<file path="src/rtl/spi_adc_multich_master_if.sv">
// spi_adc_multich_master_if: host/ADC-facing signal bundle of the multichannel SPI ADC master.
// Host side: trigger, timing config (sclk_cnt, cnv_cnt, shift_index) and clr_overrun in.
// Host side: data_out, done, busy, overrun and frame_cnt back.
// ADC side: sclk and cnv out, per-channel miso in.
// The master modport is the controller; the slave modport is the host plus the ADC array.
interface spi_adc_multich_master_if #(
    parameter int NUM_CH      = 2,
    parameter int DATA_W      = 18,
    parameter int DELAY_DEPTH = 256
);
    localparam int SW = $clog2(DELAY_DEPTH);
    logic                     trigger;
    logic [NUM_CH-1:0]        miso;
    logic [7:0]               sclk_cnt;
    logic [7:0]               cnv_cnt;
    logic [SW-1:0]            shift_index;
    logic                     clr_overrun;
    logic                     sclk;
    logic                     cnv;
    logic [NUM_CH*DATA_W-1:0] data_out;
    logic                     done;
    logic                     busy;
    logic                     overrun;
    logic [15:0]              frame_cnt;
    modport master (
        input  trigger, miso, sclk_cnt, cnv_cnt, shift_index, clr_overrun,
        output sclk, cnv, data_out, done, busy, overrun, frame_cnt
    );
    modport slave (
        output trigger, miso, sclk_cnt, cnv_cnt, shift_index, clr_overrun,
        input  sclk, cnv, data_out, done, busy, overrun, frame_cnt
    );
endinterface

</file>
<file path="src/rtl/spi_adc_multich_master.sv">
// spi_adc_multich_master: drives cnv/sclk to NUM_CH simultaneously sampled ADCs and reads back one frame.
// Ports: clk, rst_n (async, active-low), and bus (spi_adc_multich_master_if.master).
// On bus: trigger, miso[NUM_CH], sclk_cnt, cnv_cnt, shift_index and clr_overrun are inputs.
// On bus: sclk, cnv, data_out, done, busy, overrun and frame_cnt are outputs.
module spi_adc_multich_master #(
    parameter int NUM_CH      = 2,
    parameter int DATA_W      = 18,
    parameter int DELAY_DEPTH = 256
) (
    input  logic                            clk,
    input  logic                            rst_n,
    spi_adc_multich_master_if.master        bus
);
    localparam int SW = $clog2(DELAY_DEPTH);
    localparam int BW = $clog2(DATA_W + 1);

    typedef enum logic [1:0] {IDLE, CNV, RX, WAIT} state_t;

    state_t                         state, state_nx;
    logic [7:0]                     cnt, sclk_q, cnv_q;
    logic [SW-1:0]                  shift_q;
    logic [BW-1:0]                  fall_cnt, strb_cnt;
    logic                           sclk_r;
    logic [NUM_CH-1:0]              miso_s1, miso_s2;
    logic [DELAY_DEPTH-1:0]         dly;
    logic [NUM_CH-1:0][DATA_W-1:0]  sr;
    logic [NUM_CH*DATA_W-1:0]       data_q;
    logic                           overrun_q;
    logic [15:0]                    frame_q;
    logic                           busy_w, accept, tick, rise, last_fall, strb_full, strobe, going_idle;

    assign busy_w     = state != IDLE;
    assign accept     = state == IDLE && bus.trigger;
    assign tick       = state == RX && cnt == sclk_q;
    assign rise       = tick && !sclk_r;
    assign last_fall  = tick && sclk_r && fall_cnt == BW'(DATA_W - 1);
    assign strb_full  = strb_cnt == BW'(DATA_W);
    // Strobes beyond DATA_W cannot occur within a frame, the guard only keeps the count saturated.
    assign strobe     = dly[shift_q] && !strb_full;
    // A trigger in the same cycle as the return to IDLE is neither accepted nor an overrun.
    assign going_idle = busy_w && state_nx == IDLE;

    assign bus.sclk      = sclk_r;
    assign bus.data_out  = data_q;
    assign bus.overrun   = overrun_q;
    assign bus.frame_cnt = frame_q;

    always_ff @(posedge clk or negedge rst_n) begin
        if (!rst_n) state <= IDLE;
        else        state <= state_nx;
    end

    always_comb begin
        state_nx = state;
        bus.cnv  = state == CNV;
        bus.busy = busy_w;
        bus.done = !busy_w;
        case (state)
            IDLE:    if (bus.trigger) state_nx = CNV;
            CNV:     if (cnt == cnv_q) state_nx = RX;
            RX:      if (last_fall) state_nx = strb_full ? IDLE : WAIT;
            WAIT:    if (strb_full) state_nx = IDLE;
            default: state_nx = IDLE;
        endcase
    end

    always_ff @(posedge clk or negedge rst_n) begin
        if (!rst_n) begin
            cnt       <= '0;
            sclk_q    <= '0;
            cnv_q     <= '0;
            shift_q   <= '0;
            fall_cnt  <= '0;
            strb_cnt  <= '0;
            sclk_r    <= 1'b0;
            miso_s1   <= '0;
            miso_s2   <= '0;
            dly       <= '0;
            sr        <= '0;
            data_q    <= '0;
            overrun_q <= 1'b0;
            frame_q   <= '0;
        end else begin
            miso_s1 <= bus.miso;
            miso_s2 <= miso_s1;
            // The delay line carries the sclk rising-edge pulse so the capture point can absorb
            // the round trip through cables and the ADC output driver.
            dly <= {dly[DELAY_DEPTH-2:0], rise};
            if (accept) begin
                sclk_q   <= bus.sclk_cnt;
                cnv_q    <= bus.cnv_cnt;
                shift_q  <= bus.shift_index;
                cnt      <= '0;
                fall_cnt <= '0;
                strb_cnt <= '0;
                sclk_r   <= 1'b0;
                dly      <= '0;
                sr       <= '0;
            end else begin
                if (state == CNV) cnt <= (cnt == cnv_q) ? '0 : cnt + 8'd1;
                if (state == RX) begin
                    cnt <= tick ? '0 : cnt + 8'd1;
                    if (tick) begin
                        sclk_r <= !sclk_r;
                        if (sclk_r) fall_cnt <= fall_cnt + BW'(1);
                    end
                end
                if (strobe) begin
                    strb_cnt <= strb_cnt + BW'(1);
                    for (int k = 0; k < NUM_CH; k++) sr[k] <= {sr[k][DATA_W-2:0], miso_s2[k]};
                end
            end
            if (going_idle) begin
                data_q  <= sr;
                frame_q <= frame_q + 16'd1;
            end
            if (bus.trigger && busy_w && !going_idle) overrun_q <= 1'b1;
            else if (bus.clr_overrun)                 overrun_q <= 1'b0;
        end
    end
endmodule

</file>
<file path="src/flat_wrapper.sv">
// flat-port wrapper written by rule: the top's interface ports become plain ports
module spi_adc_multich_master_flat 
#(
    parameter int NUM_CH      = 2,
    parameter int DATA_W      = 18,
    parameter int DELAY_DEPTH = 256
)
  (clk, rst_n, bus_trigger, bus_miso, bus_sclk_cnt, bus_cnv_cnt, bus_shift_index, bus_clr_overrun, bus_sclk, bus_cnv, bus_data_out, bus_done, bus_busy, bus_overrun, bus_frame_cnt);
  spi_adc_multich_master_if #(.NUM_CH(NUM_CH), .DATA_W(DATA_W), .DELAY_DEPTH(DELAY_DEPTH)) bus_i ();
  input  logic clk;
  input  logic rst_n;
  input wire logic [$bits(bus_i.trigger)-1:0] bus_trigger;
  input wire logic [$bits(bus_i.miso)-1:0] bus_miso;
  input wire logic [$bits(bus_i.sclk_cnt)-1:0] bus_sclk_cnt;
  input wire logic [$bits(bus_i.cnv_cnt)-1:0] bus_cnv_cnt;
  input wire logic [$bits(bus_i.shift_index)-1:0] bus_shift_index;
  input wire logic [$bits(bus_i.clr_overrun)-1:0] bus_clr_overrun;
  output wire logic [$bits(bus_i.sclk)-1:0] bus_sclk;
  output wire logic [$bits(bus_i.cnv)-1:0] bus_cnv;
  output wire logic [$bits(bus_i.data_out)-1:0] bus_data_out;
  output wire logic [$bits(bus_i.done)-1:0] bus_done;
  output wire logic [$bits(bus_i.busy)-1:0] bus_busy;
  output wire logic [$bits(bus_i.overrun)-1:0] bus_overrun;
  output wire logic [$bits(bus_i.frame_cnt)-1:0] bus_frame_cnt;
  assign bus_i.trigger = bus_trigger;
  assign bus_i.miso = bus_miso;
  assign bus_i.sclk_cnt = bus_sclk_cnt;
  assign bus_i.cnv_cnt = bus_cnv_cnt;
  assign bus_i.shift_index = bus_shift_index;
  assign bus_i.clr_overrun = bus_clr_overrun;
  assign bus_sclk = bus_i.sclk;
  assign bus_cnv = bus_i.cnv;
  assign bus_data_out = bus_i.data_out;
  assign bus_done = bus_i.done;
  assign bus_busy = bus_i.busy;
  assign bus_overrun = bus_i.overrun;
  assign bus_frame_cnt = bus_i.frame_cnt;
  spi_adc_multich_master #(.NUM_CH(NUM_CH), .DATA_W(DATA_W), .DELAY_DEPTH(DELAY_DEPTH)) u_core (.clk(clk), .rst_n(rst_n), .bus(bus_i));
endmodule
</file>
<file path="config.mk">
export PLATFORM = sky130hd
export DESIGN_NAME = spi_adc_multich_master_flat
export DESIGN_NICKNAME = d
export VERILOG_FILES = /design/src/rtl/spi_adc_multich_master_if.sv /design/src/rtl/spi_adc_multich_master.sv /design/src/flat_wrapper.sv
export SDC_FILE = /design/constraint.sdc
export NUM_CORES = 1
export LEC_CHECK = 0
export ABC_AREA = 1
export BUFFER_PORTS_ARGS = -buffer_cell sky130_fd_sc_hd__buf_2
export CAP_MARGIN = 40
export CELL_PAD_IN_SITES_DETAIL_PLACEMENT = 1
export CELL_PAD_IN_SITES_GLOBAL_PLACEMENT = 1
export CORE_MARGIN = 1
export CORE_UTILIZATION = 46
export DETAILED_ROUTE_END_ITERATION = 8
export GPL_ROUTABILITY_DRIVEN = 1
export PLACE_DENSITY_LB_ADDON = 0.12
export REMOVE_ABC_BUFFERS = 1
export SLEW_MARGIN = 20
export SYNTH_ARGS = -nofsm -noshare
export SYNTH_HDL_FRONTEND = slang
export SYNTH_SLANG_ARGS = --single-unit
</file>
<file path="constraint.sdc">
create_clock -name clk -period 2.69 [get_ports clk]
set_input_delay 0.4035 -clock clk [delete_from_list [all_inputs] [get_ports clk]]
set_output_delay 0.4035 -clock clk [all_outputs]
set_load 0.1 [all_outputs]
</file>
# Yosys cells after proc, flatten, opt, wreduce, memory -nomap -nowiden
# Cells that the tools add are included.
[word_totals]
word_cells = 79
input_bits = 30
ff_bits = 394
output_inout_bits = 57
[op_classes]
n_mux = 27
n_reduce_logical = 24
add_sub_neg = 4
magnitude_cmp = 1
eq_ne = 7
[ops]
columns = ["cell", "n"]
rows = [
  ["256-bit two-way mux", 1],
  ["36-bit two-way mux", 2],
  ["8-bit two-way mux", 5],
  ["5-bit two-way mux", 6],
  ["16-bit by 1-bit adder with 16-bit output, second input constant", 1],
  ["8-bit == test", 2],
  ["2-bit nonzero test", 6],
  ["5-bit by 1-bit adder with 5-bit output, second input constant", 2],
  ["5-bit == test, second input constant", 2],
  ["2-bit two-way mux", 5],
  ["1-bit logical AND", 9],
  ["8-bit by 9-bit < comparator with 1-bit output, second input constant", 1],
  ["8-bit by 1-bit adder with 8-bit output, second input constant", 1],
  ["1-bit binary-select mux with 8-bit select", 1],
  ["2-bit one-hot mux with 4 select lines", 1],
  ["1-bit two-way mux", 6],
  ["2-bit == test, second input constant", 2],
  ["1-bit logical NOT", 4],
  ["2-bit logical NOT", 2],
  ["3-bit AND reduction", 1],
  ["3-bit nonzero test", 1],
  ["2-bit by 1-bit == test with 1-bit output, second input constant", 1],
  ["2-bit AND reduction", 1],
]

# Depth between registers and ports, before layout
# Gate-level depths: netlist (run 1).
[logic_depth]
ltp_word = 11
ltp_mapped = 18
mapped_depth_nobuf = 15

# Worst setup path before layout (run 1)
# OpenSTA, ideal clock, no wires.
[synth_path]
kind = "register to register"
startpoint = "reg u_core.state[1]"
endpoint = "reg u_core.sr[23] (netlist bit)"
arrival_ps = 4040
required_time_ps = 2577
n_path_buf = 2
period_less_slack_ps = 4153
setup_ps = 113
stages_incl_launch_ff = 11
path_slack_ps = -1463
path_cell_list = "dfrtp_1 -> nor2_1 -> inv_1 -> nor2_1 -> inv_1 -> clkbuf_1 -> clkbuf_1 -> nand2_1 -> nand3_1 -> nand2_1 -> inv_1"
[synth_via]
elab_chain_len = 3
word_cells_on_any_way = 4
classes_between = "mux (1); reduce/logical (3)"
[synth_rtl]
columns = ["element", "line", "text"]
rows = [
  ["start: declaration", "spi_adc_multich_master.sv:19", "state_t state, state_nx;"],
  ["start signal: assignment", "spi_adc_multich_master.sv:50", "else state <= state_nx;"],
  ["2-bit logical NOT (*)", "spi_adc_multich_master.sv:33", "assign accept = state == IDLE && bus.trigger;"],
  ["1-bit logical AND (*)", "spi_adc_multich_master.sv:33", ""],
  ["36-bit two-way mux / 2-bit nonzero test (equally long branches)", "n/a", ""],
  ["end signal: assignment", "spi_adc_multich_master.sv:79", "sr <= '0;"],
  ["end signal: assignment", "spi_adc_multich_master.sv:98", "sr <= '0;"],
  ["end: declaration", "spi_adc_multich_master.sv:26", "logic [NUM_CH-1:0][DATA_W-1:0] sr;"],
]
# Every way passes the cells marked *; elsewhere a longest branch is shown, timed or not.
# A chain may end at the register's enable or synchronous reset.

# Worst setup path in the final report (run 1)
[layout_path]
startpoint = "reg u_core.shift_q[0]"
endpoint = "reg u_core.sr[35] (netlist bit)"
[layout_via]
elab_chain_len = 4
[layout_rtl]
columns = ["element", "line", "text"]
rows = [
  ["start: declaration", "spi_adc_multich_master.sv:21", "logic [SW-1:0] shift_q;"],
  ["start signal: assignment", "spi_adc_multich_master.sv:92", "shift_q <= bus.shift_index;"],
  ["1-bit binary-select mux with 8-bit select", "spi_adc_multich_master.sv:39", "assign strobe = dly[shift_q] && !strb_full;"],
  ["1-bit two-way mux (implied by the code)", "spi_adc_multich_master.sv:39", ""],
  ["1-bit logical AND", "spi_adc_multich_master.sv:39", ""],
  ["2-bit nonzero test (no line)", "n/a", ""],
]
# No other way between the ends. The select of a mux whose other input is x is not followed.

==> flow_metrics.env, run 1 <==
export IMPL_syn_area_per_cell_um2=8.03
export IMPL_ys_types=31
export IMPL_numPortBuffers=86
export IMPL_met1_length_mm=20.2
export IMPL_num_io_pins=87
export IMPL_syn_cell_area_mm2=0.0176
export IMPL_fin_nets=2280
export IMPL_post_route_util_pct=53.9
export IMPL_dieWidth_um=197
export IMPL_core_area_mm2=0.0376
export IMPL_start_util_pct=46.7
export IMPL_min_period_over_period_pct=91.2
export IMPL_cts_sinks=394
export IMPL_path_clk_slew_ps=60
export IMPL_grt_ovfl_total=0
export IMPL_gp_congestion=0.815
export IMPL_grt_pass1_wl_mm=76.7
export IMPL_timing_final_crit_period_ps=2450
export IMPL_max_freq_mhz=407
export IMPL_die_area_mm2=0.0389
export IMPL_instances_no_fill=2788
export IMPL_post_cts_buffers=0
export IMPL_via_count=14200
export IMPL_firstDrtPassIters=4
export IMPL_dr_wl_met3_mm=1.60
export IMPL_cp_end_kind="register"
export IMPL_drt_initial_drc_count=717
export IMPL_fp_row_count=71
export IMPL_final_hold_viol_count=0
export IMPL_drc=0
export IMPL_dpl_cell_count=2702
export IMPL_setup_tns_ps=0
export IMPL_required_ps=3140
export IMPL_ir_drop_mv=1.62
export IMPL_power_density_mw_per_mm2=1390
export IMPL_skew_ps=13.5
export IMPL_die_h_um=197
export IMPL_synth_largest_area_cell="dfrtp_1"
export IMPL_setup_viol=0
export IMPL_root_buffer="clkbuf_16"
export IMPL_wl_per_cell_um=16.3
export IMPL_grt_max_degree=118
export IMPL_maxSlewHeadroom_pct=60.7
export IMPL_ys_ff_latch=394
export IMPL_cts_max_level=2
export IMPL_setup_slack_ps=236
export IMPL_synth_top_cell_area_share_pct=56.2
export IMPL_maxCapViolCount=0
export IMPL_drv_slew=0
export IMPL_critPathMaxFanout=30
export IMPL_cts_tree="built"
export IMPL_worstPathArrival_ps=2910
export IMPL_grt_usage_pct=24.3
export IMPL_syn_to_final_growth_pct=15.3
export IMPL_drive_above_1_share_pct=9.71
export IMPL_synth_cells=2187
export IMPL_grt_pass1_vias=15100
export IMPL_startpoint_type="register"
export IMPL_cts_made_buffers=45
export IMPL_hold_class="in -> reg"
export IMPL_ant_nets=0
export IMPL_synth_seq_area_share_pct=56.2
export IMPL_tightest_slew_ps=590
export IMPL_diodes=0
export IMPL_yosysWarningCount=0
export IMPL_via_per_inst=5.09
export IMPL_status="complete, no violations"
export IMPL_drt_wl_total_mm=45.4
export IMPL_synth_area_leaders="dfrtp_1 (56%), nand2_1 (12%), nand3_1 (7.9%)"
export IMPL_ctsLongestPathBuffers=3
export IMPL_path_class="reg -> reg"
export IMPL_grt_antenna_before_repair=0
export IMPL_dp_slack_ps=142
export IMPL_p_leak_nw=10.2
export IMPL_dpl_hpwl_mm=27.1
export IMPL_rsz0062_at_grt="false"
export IMPL_topRoutingLayerUsed="met4"
export IMPL_clkLatencyLatePin_ps=570
export IMPL_wl_met2_mm=22.6
[power breakdown]
| part | internal (mW) | switching [mW] | total, mW | leakage (nW) |
|---|---|---|---|---|
| clock | 3.59 | 2.43 | 6.02 | 0.723 |
| sequential | 8.25 | 1.42 | 9.67 | 5.15 |
| combinational | 3.67 | 8.76 | 12.4 | 4.28 |
[cell usage after synthesis]
cell type  count
buf_2         37
nand3b_1       1
nand2_2        2
or2_1          1
dfrtp_1      394
a22oi_1        1
nand3_2        1
o2111ai_1      1
a21oi_1       27
buf_1          5
nand3_1      277
and3_1         1
nand2_1      563
xor2_1        14
xnor2_1        8
o21a_1         1
nor2_1       289
inv_2          5
or2_0          1
clkbuf_1      66
nor4_1         2
inv_1        332
nand4_1       72
or2_2          7
nor3_1        10
o22ai_1        5
nor2_2         2
ha_1           6
clkinv_1       3
buf_4         17
o21ai_0       36
[kinds of logic (layout without fill, tap and decap cells)]
family / after synthesis / count (layout) / share of synthesized area [%]
buf+inv: 465 / 555 / 10.6
fa+ha+maj: 6 / 6 / 0.428
xor+xnor: 22 / 22 / 1.10
flops: 394 / 394 / 56.2
simple gates: 1229 / 1229 / 29.6
compound gates: 71 / 71 / 2.11
[routing by layer]
metal | global-route usage (%) | up-vias
li1 | - | 6817
met1 | 32.0 | 7082
met2 | 41.4 | 213
met3 | 3.91 | 73
met4 | 6.86 | 0
met5 | 0 | -
[registers in the layout (all words and copies together) (netlist names)]
register,count
u_core.bus.data_out,36
u_core.bus.frame_cnt,16
u_core.bus.overrun,1
u_core.bus.sclk,1
u_core.cnt,8
u_core.cnv_q,8
u_core.dly,256
u_core.fall_cnt,5
u_core.miso_s1,2
u_core.miso_s2,2
u_core.sclk_q,8
u_core.shift_q,8
u_core.sr,36
u_core.state,2
u_core.strb_cnt,5
[cell usage in the layout, fill, tap and decap left out, types with 3 or more instances in the layout]
master,n
nand2_1,563
dfrtp_1,392
inv_1,331
nor2_1,288
nand3_1,277
buf_2,85
nand4_1,72
clkbuf_16,50
o21ai_0,36
a21oi_1,27
buf_4,22
buf_12,20
xor2_1,14
clkbuf_1,12
clkbuf_8,11
nor3_1,10
xnor2_1,8
clkinv_2,8
or2_2,7
ha_1,6
o22ai_1,5
inv_2,4
clkinv_1,3
nor2_4,3
dlygate4sd3_1,3
[final cells by class]
type | count | area (um^2)
Inverter | 340 | 1280
Multi-Input combinational cell | 1328 | 5860
Fill cell | 4560 | 17300
Clock buffer | 70 | 1370
Timing Repair Buffer | 135 | 1140
Sequential cell | 394 | 9860
Tap cell | 511 | 639
Clock inverter | 10 | 82.6
[worst max-delay path, stage by stage, from the launching register on]
cell and delay (ps):
dfrtp_4 540, inv_6 130, buf_16 190, nand2_1 70, nand3_1 70, nand3_1 80, nand3_1 120, nand2_1 110
nand2_1 80, nand3_1 90, nand3_1 80, nand3_1 120, nand2_4 140, nand2_2 110, clkbuf_16 220, nand3_1 80
nand2_1 50
[final timing paths]
| path | startpoint | end | slack (ps) | cells after the start |
|---|---|---|---|---|
| setup / recovery | u_core.shift_q[0] | u_core.sr[35] | 240 | 16 |
| hold / removal | bus_cnv_cnt[6] | u_core.cnv_q[6] | 40 | 3 |
| setup reg to reg | u_core.shift_q[0] | u_core.sr[35] | 240 | 16 |
| hold reg to reg | u_core.miso_s1[0] | u_core.miso_s2[0] | 350 | 0 |
| max in group asynchronous | rst_n | u_core.dly[161] | 1450 | 3 |
| min in group asynchronous | rst_n | u_core.dly[243] | 380 | 2 |
[through the flow]
| step | power (mW) | hold slack [ps] | instance area (um^2) |
|---|---|---|---|
| 6_report | 28.1 | 38.3 | 20200 |
| 5_1_grt | 30.3 | 35.5 | 20200 |
| 4_1_cts | 28.2 | 10.6 | 20200 |
| 3_5_place_dp | 21.9 | 337 | 18700 |
| 3_3_place_gp | 21.5 | 333 | 18700 |
| 2_1_floorplan | 17.4 | 108 | 17000 |
[timing repair]
action | in CTS | in global routing
setup endpoints to repair | 0 | 31
endpoints found under the hold margin | 50 | 0
hold buffers | 3 | 0
resized for setup | 0 | 4
(Power assumes the default switching activity.)
==> inputs of run 2 (changes only) <==
--- a/config.mk
+++ b/config.mk
@@ -10,13 +10,10 @@
 export CAP_MARGIN = 40
 export CELL_PAD_IN_SITES_DETAIL_PLACEMENT = 1
 export CELL_PAD_IN_SITES_GLOBAL_PLACEMENT = 1
-export CORE_MARGIN = 1
 export CORE_UTILIZATION = 46
 export DETAILED_ROUTE_END_ITERATION = 8
 export GPL_ROUTABILITY_DRIVEN = 1
 export PLACE_DENSITY_LB_ADDON = 0.12
-export REMOVE_ABC_BUFFERS = 1
-export SLEW_MARGIN = 20
 export SYNTH_ARGS = -nofsm -noshare
 export SYNTH_HDL_FRONTEND = slang
 export SYNTH_SLANG_ARGS = --single-unit
==> run 2 against run 1 <==
Compared with the run above: non-clock buffer count shrank 1; first-iteration DRC count grew 30%; hold slack gained 2.9 ps; combinational power grew 5%; critical path type unchanged; die area is the same; global-route usage grew 0.47 points; largest power group unchanged; fmax shrank 2.8%.
==> flow_metrics.env, run 2 (synthesized netlist as in run 1, its figures left out) <==
export IMPL_critPathMaxFanout=25
export IMPL_core_area_mm2=0.0376
export IMPL_clkLatencyLatePin_ps=570
export IMPL_path_clk_slew_ps=60
export IMPL_diodes=0
export IMPL_p_int_mw=15.7
export IMPL_grt_ovfl_total=0
export IMPL_pwr_share_seq_pct=33.7
export IMPL_num_io_pins=87
export IMPL_max_freq_mhz=396
export IMPL_drv_slew=0
export IMPL_slowest_stage="dfrtp_4"
export IMPL_fill_cells=4527
export IMPL_rrSetupSlack_ps=170
export IMPL_drt_wl_total_mm=47.1
export IMPL_min_period_over_period_pct=93.8
export IMPL_largest_reg_flops=256
export IMPL_finalInstanceArea_mm2=0.0203
export IMPL_switching_power_mw=13.0
export IMPL_startpoint_type="register"
export IMPL_cts_made_buffers=45
export IMPL_numPortBuffers=86
export IMPL_dpl_cell_count=2698
export IMPL_p_total_mw=28.6
export IMPL_crit_path_end="u_core.strb_cnt[1]"
export IMPL_drc=0
export IMPL_comb_power_share_pct=45.4
export IMPL_dpl_hpwl_mm=27.4
export IMPL_grt_usage_pct=24.8
export IMPL_cts_tree="built"
export IMPL_dp_slack_ps=146
export IMPL_ir_drop_mv=1.44
export IMPL_die_area_mm2=0.0389
export IMPL_dieWidth_um=197
export IMPL_place_area_mm2=0.0187
export IMPL_hold_start="bus_cnv_cnt[5]"
export IMPL_multiInputGateArea_mm2=0.00593
export IMPL_drt_initial_drc_count=932
export IMPL_cts_max_level=2
export IMPL_hold_class="in -> reg"
export IMPL_die_h_um=197
export IMPL_crit_start="u_core.shift_q[0]"
export IMPL_setup_tns_ps=0
export IMPL_p_sw_share_pct=45.3
export IMPL_worstPathArrival_ps=2970
export IMPL_cp_end_kind="register"
export IMPL_via_count=14300
export IMPL_crit_chain="inv_4 -> buf_12 -> nand2_1 -> nand3_1 -> nand3_1 -> nand3_1 -> nand2_1 -> nand2_1 -> nand3_1 -> nand3_1 -> nand3_2 -> nand2_4 -> nand2_4 -> clkbuf_16 -> nand3_1 -> nand2_1"
export IMPL_maxSlewHeadroom_pct=61.1
export IMPL_setup_slack_ps=166
export IMPL_r2r_start="u_core.shift_q[0]"
export IMPL_slowest_delay_ps=560
export IMPL_via_per_inst=5.11
export IMPL_root_buffer="clkbuf_16"
export IMPL_status="complete, no violations"
export IMPL_p_leak_nw=10.2
export IMPL_syn_to_final_growth_pct=15.9
export IMPL_layout_common_cells="nand2_1 (551), dfrtp_1 (392), inv_1 (330)"
export IMPL_timing_final_crit_period_ps=2520
export IMPL_path_class="reg -> reg"
export IMPL_setup_viol=0
export IMPL_firstDrtPassIters=5
export IMPL_ctsLongestPathBuffers=3
export IMPL_instances_no_fill=2787
export IMPL_r2r_end="u_core.strb_cnt[1]"
export IMPL_post_route_util_pct=54.2
export IMPL_final_hold_viol_count=0
export IMPL_power_density_mw_per_mm2=1410
export IMPL_skew_ps=13.3
export IMPL_grt_pass1_vias=15000
export IMPL_grt_max_degree=109
export IMPL_rsz0062_at_grt="false"
export IMPL_fp_row_count=71
export IMPL_clkPwrFrac_pct=20.8
export IMPL_grt_pass1_wl_mm=77.7
export IMPL_drive_above_1_share_pct=10.3
export IMPL_maxCapViolCount=0
export IMPL_wl_per_cell_um=16.9
export IMPL_tightest_slew_ps=577
export IMPL_hold_ws_ps=41.3
export IMPL_reg2reg_depth=16
export IMPL_cts_sinks=394
export IMPL_regArea_mm2=0.00986
export IMPL_final_common_cell="nand2_1"
export IMPL_ant_nets=0
export IMPL_largest_register="u_core.dly"
export IMPL_critPathMostFrequentCell="nand3_1"
export IMPL_gp_congestion=0.831
export IMPL_required_ps=3140
export IMPL_grt_antenna_before_repair=0
export IMPL_syn_nets=2223
export IMPL_start_util_pct=46.7
export IMPL_fin_nets=2279
## run 2: cell count changes in the layout (fill, tap and decap cells not counted), moves of 4 or more
cell      change
clkinv_2      -4
buf_4         -4
nand2_2       +9
nand2_1      -12
## run 2: power groups by stage
stage | registers (mW) | logic [mW] | clock network (mW)
final | 9.66 | 13.0 | 5.96
after CTS | 9.64 | 12.6 | 6.11
after floorplan | 11.5 | 7.09 | 0
after detailed placement | 9.69 | 12.5 | 0
after global routing | 9.92 | 14.4 | 6.35
after global placement | 9.59 | 12.0 | 0
## run 2: cell type report
type | count | share of cell area (%)
Clock buffer | 74 | 6.87
Clock inverter | 6 | 0.178
Inverter | 340 | 6.31
Multi-Input combinational cell | 1328 | 29.2
Sequential cell | 394 | 48.5
Tap cell | 511 | 3.14
Timing Repair Buffer | 134 | 5.86
## run 2: what timing repair did
| item | CTS | global route |
|---|---|---|
| setup endpoints to repair | 0 | 30 |
| hold buffers | 3 | 0 |
| setup buffers | 0 | 1 |
| hold endpoints to repair | 58 | 0 |
| resized for setup | 0 | 9 |
## run 2: metal layers
metal  GRT usage, %  up-vias  wire, um
li1               -     6816         -
met1           34.7     7199     22400
met2           40.3      168     22400
met3           3.50       71      1410
met4           6.60        0       941
met5              0        -         0
## run 2: worst min path at each step
stage | endpoint | slack, ps | depth (start not counted)
floorplan | u_core.bus.data_out[0] | 110 | 0
global placement | u_core.miso_s2[1] | 330 | 0
detailed placement | u_core.miso_s2[1] | 340 | 0
CTS | u_core.cnv_q[5] | 10 | 3
global route | u_core.cnv_q[4] | 30 | 3
finish | u_core.cnv_q[5] | 40 | 3
## run 2: critical path: cells and delay by family, from the launching register on
| family | cells | cell delay, ps |
|---|---|---|
| buf+inv | 3 | 590 |
| flops | 1 | 560 |
| simple gates | 13 | 1210 |
==> inputs of run 3 (changes only) <==
--- a/config.mk
+++ b/config.mk
@@ -14,6 +14,7 @@
 export DETAILED_ROUTE_END_ITERATION = 8
 export GPL_ROUTABILITY_DRIVEN = 1
 export PLACE_DENSITY_LB_ADDON = 0.12
+export SETUP_SLACK_MARGIN = 0.3
 export SYNTH_ARGS = -nofsm -noshare
 export SYNTH_HDL_FRONTEND = slang
 export SYNTH_SLANG_ARGS = --single-unit
==> constraint.sdc (replaced) <==
create_clock -name clk -period 2.69 [get_ports clk]
set_input_delay 0.4035 -clock clk [delete_from_list [all_inputs] [get_ports clk]]
set_output_delay 0.4035 -clock clk [all_outputs]
set_load 0.02 [all_outputs]
==> run 3 against run 2 <==
Compared with the run above: global-route usage increased by 1.9 points; die area unchanged; via count grew 4.2%; utilization up 3.5 points; hold slack worse by 6.4 ps; setup slack got worse by 73 ps; register-to-register slack lost 70 ps; cell area is 6.4% higher; count of clock-buffer cells in the layout down 8; fmax shrank 2.8%; flip-flop and latch count is the same; critical path type unchanged; largest cell class unchanged; largest power group unchanged; highest routed layer unchanged.
==> flow_metrics.env, run 3 (synthesized netlist as in run 1, its figures left out) <==
export IMPL_wl_per_cell_um=18.7
export IMPL_maxSlewHeadroom_pct=58.3
export IMPL_path_clk_slew_ps=60
export IMPL_cts_sinks=394
export IMPL_cts_tree="built"
export IMPL_status="complete, no violations"
export IMPL_timing_final_crit_period_ps=2600
export IMPL_instances_no_fill=2819
export IMPL_grt_ovfl_total=0
export IMPL_firstDrtPassIters=6
export IMPL_die_h_um=197
export IMPL_setup_tns_ps=0
export IMPL_syn_to_final_growth_pct=23.4
export IMPL_root_buffer="clkbuf_16"
export IMPL_worstPathArrival_ps=3060
export IMPL_ant_nets=0
export IMPL_cts_max_level=2
export IMPL_layout_common_cells="nand2_1 (532), dfrtp_1 (392), inv_1 (326)"
export IMPL_fin_nets=2314
export IMPL_maxCapViolCount=0
export IMPL_tightest_slew_ps=625
export IMPL_cp_end_kind="register"
export IMPL_place_area_mm2=0.0186
export IMPL_largest_reg_flops=256
export IMPL_diodes=0
export IMPL_grt_max_degree=130
export IMPL_num_io_pins=87
export IMPL_grt_usage_pct=26.7
export IMPL_drt_wl_total_mm=52.8
export IMPL_start_util_pct=46.7
export IMPL_syn_nets=2223
export IMPL_critPathMaxFanout=8
export IMPL_final_common_cell="nand2_1"
export IMPL_core_area_mm2=0.0376
export IMPL_ir_drop_mv=0.750
export IMPL_required_ps=3160
export IMPL_drive_above_1_share_pct=15.5
export IMPL_final_hold_viol_count=0
export IMPL_drc=0
export IMPL_p_leak_nw=10.7
export IMPL_gp_congestion=0.816
export IMPL_dieWidth_um=197
export IMPL_drv_slew=0
export IMPL_max_freq_mhz=385
export IMPL_post_route_util_pct=57.6
export IMPL_cts_made_buffers=45
export IMPL_fill_cells=4418
export IMPL_skew_ps=13.6
export IMPL_rsz0062_at_grt="true"
export IMPL_clkLatencyLatePin_ps=570
export IMPL_die_area_mm2=0.0389
export IMPL_drt_initial_drc_count=888
export IMPL_dpl_cell_count=2693
export IMPL_via_count=14900
export IMPL_power_density_mw_per_mm2=1400
export IMPL_fp_row_count=71
export IMPL_grt_pass1_wl_mm=82.7
export IMPL_ctsLongestPathBuffers=3
export IMPL_hold_ws_ps=34.9
export IMPL_grt_antenna_before_repair=0
export IMPL_largest_register="u_core.dly"
export IMPL_via_per_inst=5.27
export IMPL_finalInstanceArea_mm2=0.0217
export IMPL_startpoint_type="register"
export IMPL_setup_viol=0
export IMPL_min_period_over_period_pct=96.5
export IMPL_grt_pass1_vias=15900
export IMPL_dpl_hpwl_mm=26.8
export IMPL_path_class="reg -> reg"
export IMPL_hold_class="in -> reg"
export IMPL_numPortBuffers=86
-- run 3: cell types whose count changed in the layout (fill, tap and decap cells not counted), sizes merged --
| cell | change |
|---|---|
| buf | +31 |
| clkinv | +5 |
| clkbuf | -4 |
| bufinv | +2 |
| clkinvlp | -1 |
| inv | -1 |
-- run 3: worst paths after layout --
check | end | from | cells past startpoint | slack [ps]
setup reg to reg | u_core.sr[15] | u_core.shift_q[0] | 16 | 90
setup / recovery | u_core.sr[15] | u_core.shift_q[0] | 16 | 90
hold / removal | u_core.cnv_q[7] | bus_cnv_cnt[7] | 3 | 30
max in group asynchronous | u_core.bus.data_out[23] | rst_n | 3 | 1560
min in group asynchronous | u_core.dly[249] | rst_n | 2 | 320
hold reg to reg | u_core.miso_s2[0] | u_core.miso_s1[0] | 0 | 360
-- run 3: final cells by class --
cell class,instances,area (um^2),share of cell area [%]
well taps,511,639,2.95
repair buffers,169,2060,9.53
inverters,340,1290,5.96
flip-flops and latches,394,9860,45.5
clock inverters,11,111,0.514
clock buffers,66,1390,6.41
multi-input cells,1328,6300,29.1
-- run 3: critical path, stage by stage (launching register included) --
cell and delay (ps):
dfrtp_4 550, buf_8 170, clkbuf_16 170, o21ai_0 220, nand3_1 150, nand3_2 90, nand2_2 100, nand2_1 90
nand3_2 70, nand3_2 100, nand3_4 120, nand2_8 110, buf_6 130, buf_16 130, nand3_1 100, nand2_2 130
inv_2 50
-- run 3: routing by layer --
metal	track usage, %	share of wire, %	vias up
met5	0	0	-
met4	7.55	2.2	0
met3	4.13	3.9	92
met2	46.3	50	281
met1	34.6	44	7587
li1	-	-	6893
-- run 3: what timing repair did --
action / in CTS / in global routing
hold endpoints to repair: 36 / 0
setup endpoints to repair: 41 / 93
hold buffers: 3 / 0
resized for setup: 83 / 69
setup buffers: 14 / 6
gates cloned: 17 / 9
pin swaps: 7 / 42
-- run 3: where the power goes --
group,internal (mW),switching (mW)
Combinational,5.71,8.45
Clock,3.74,2.52
Sequential,8.25,1.56
Total,17.7,12.5
-- run 3: stage by stage --
stage	setup slack, ps	total power, mW
2_1_floorplan	468	16.6
3_3_place_gp	263	19.6
3_5_place_dp	199	20.1
4_1_cts	219	28.9
5_1_grt	-27.2	32.1
6_report	93.6	30.2
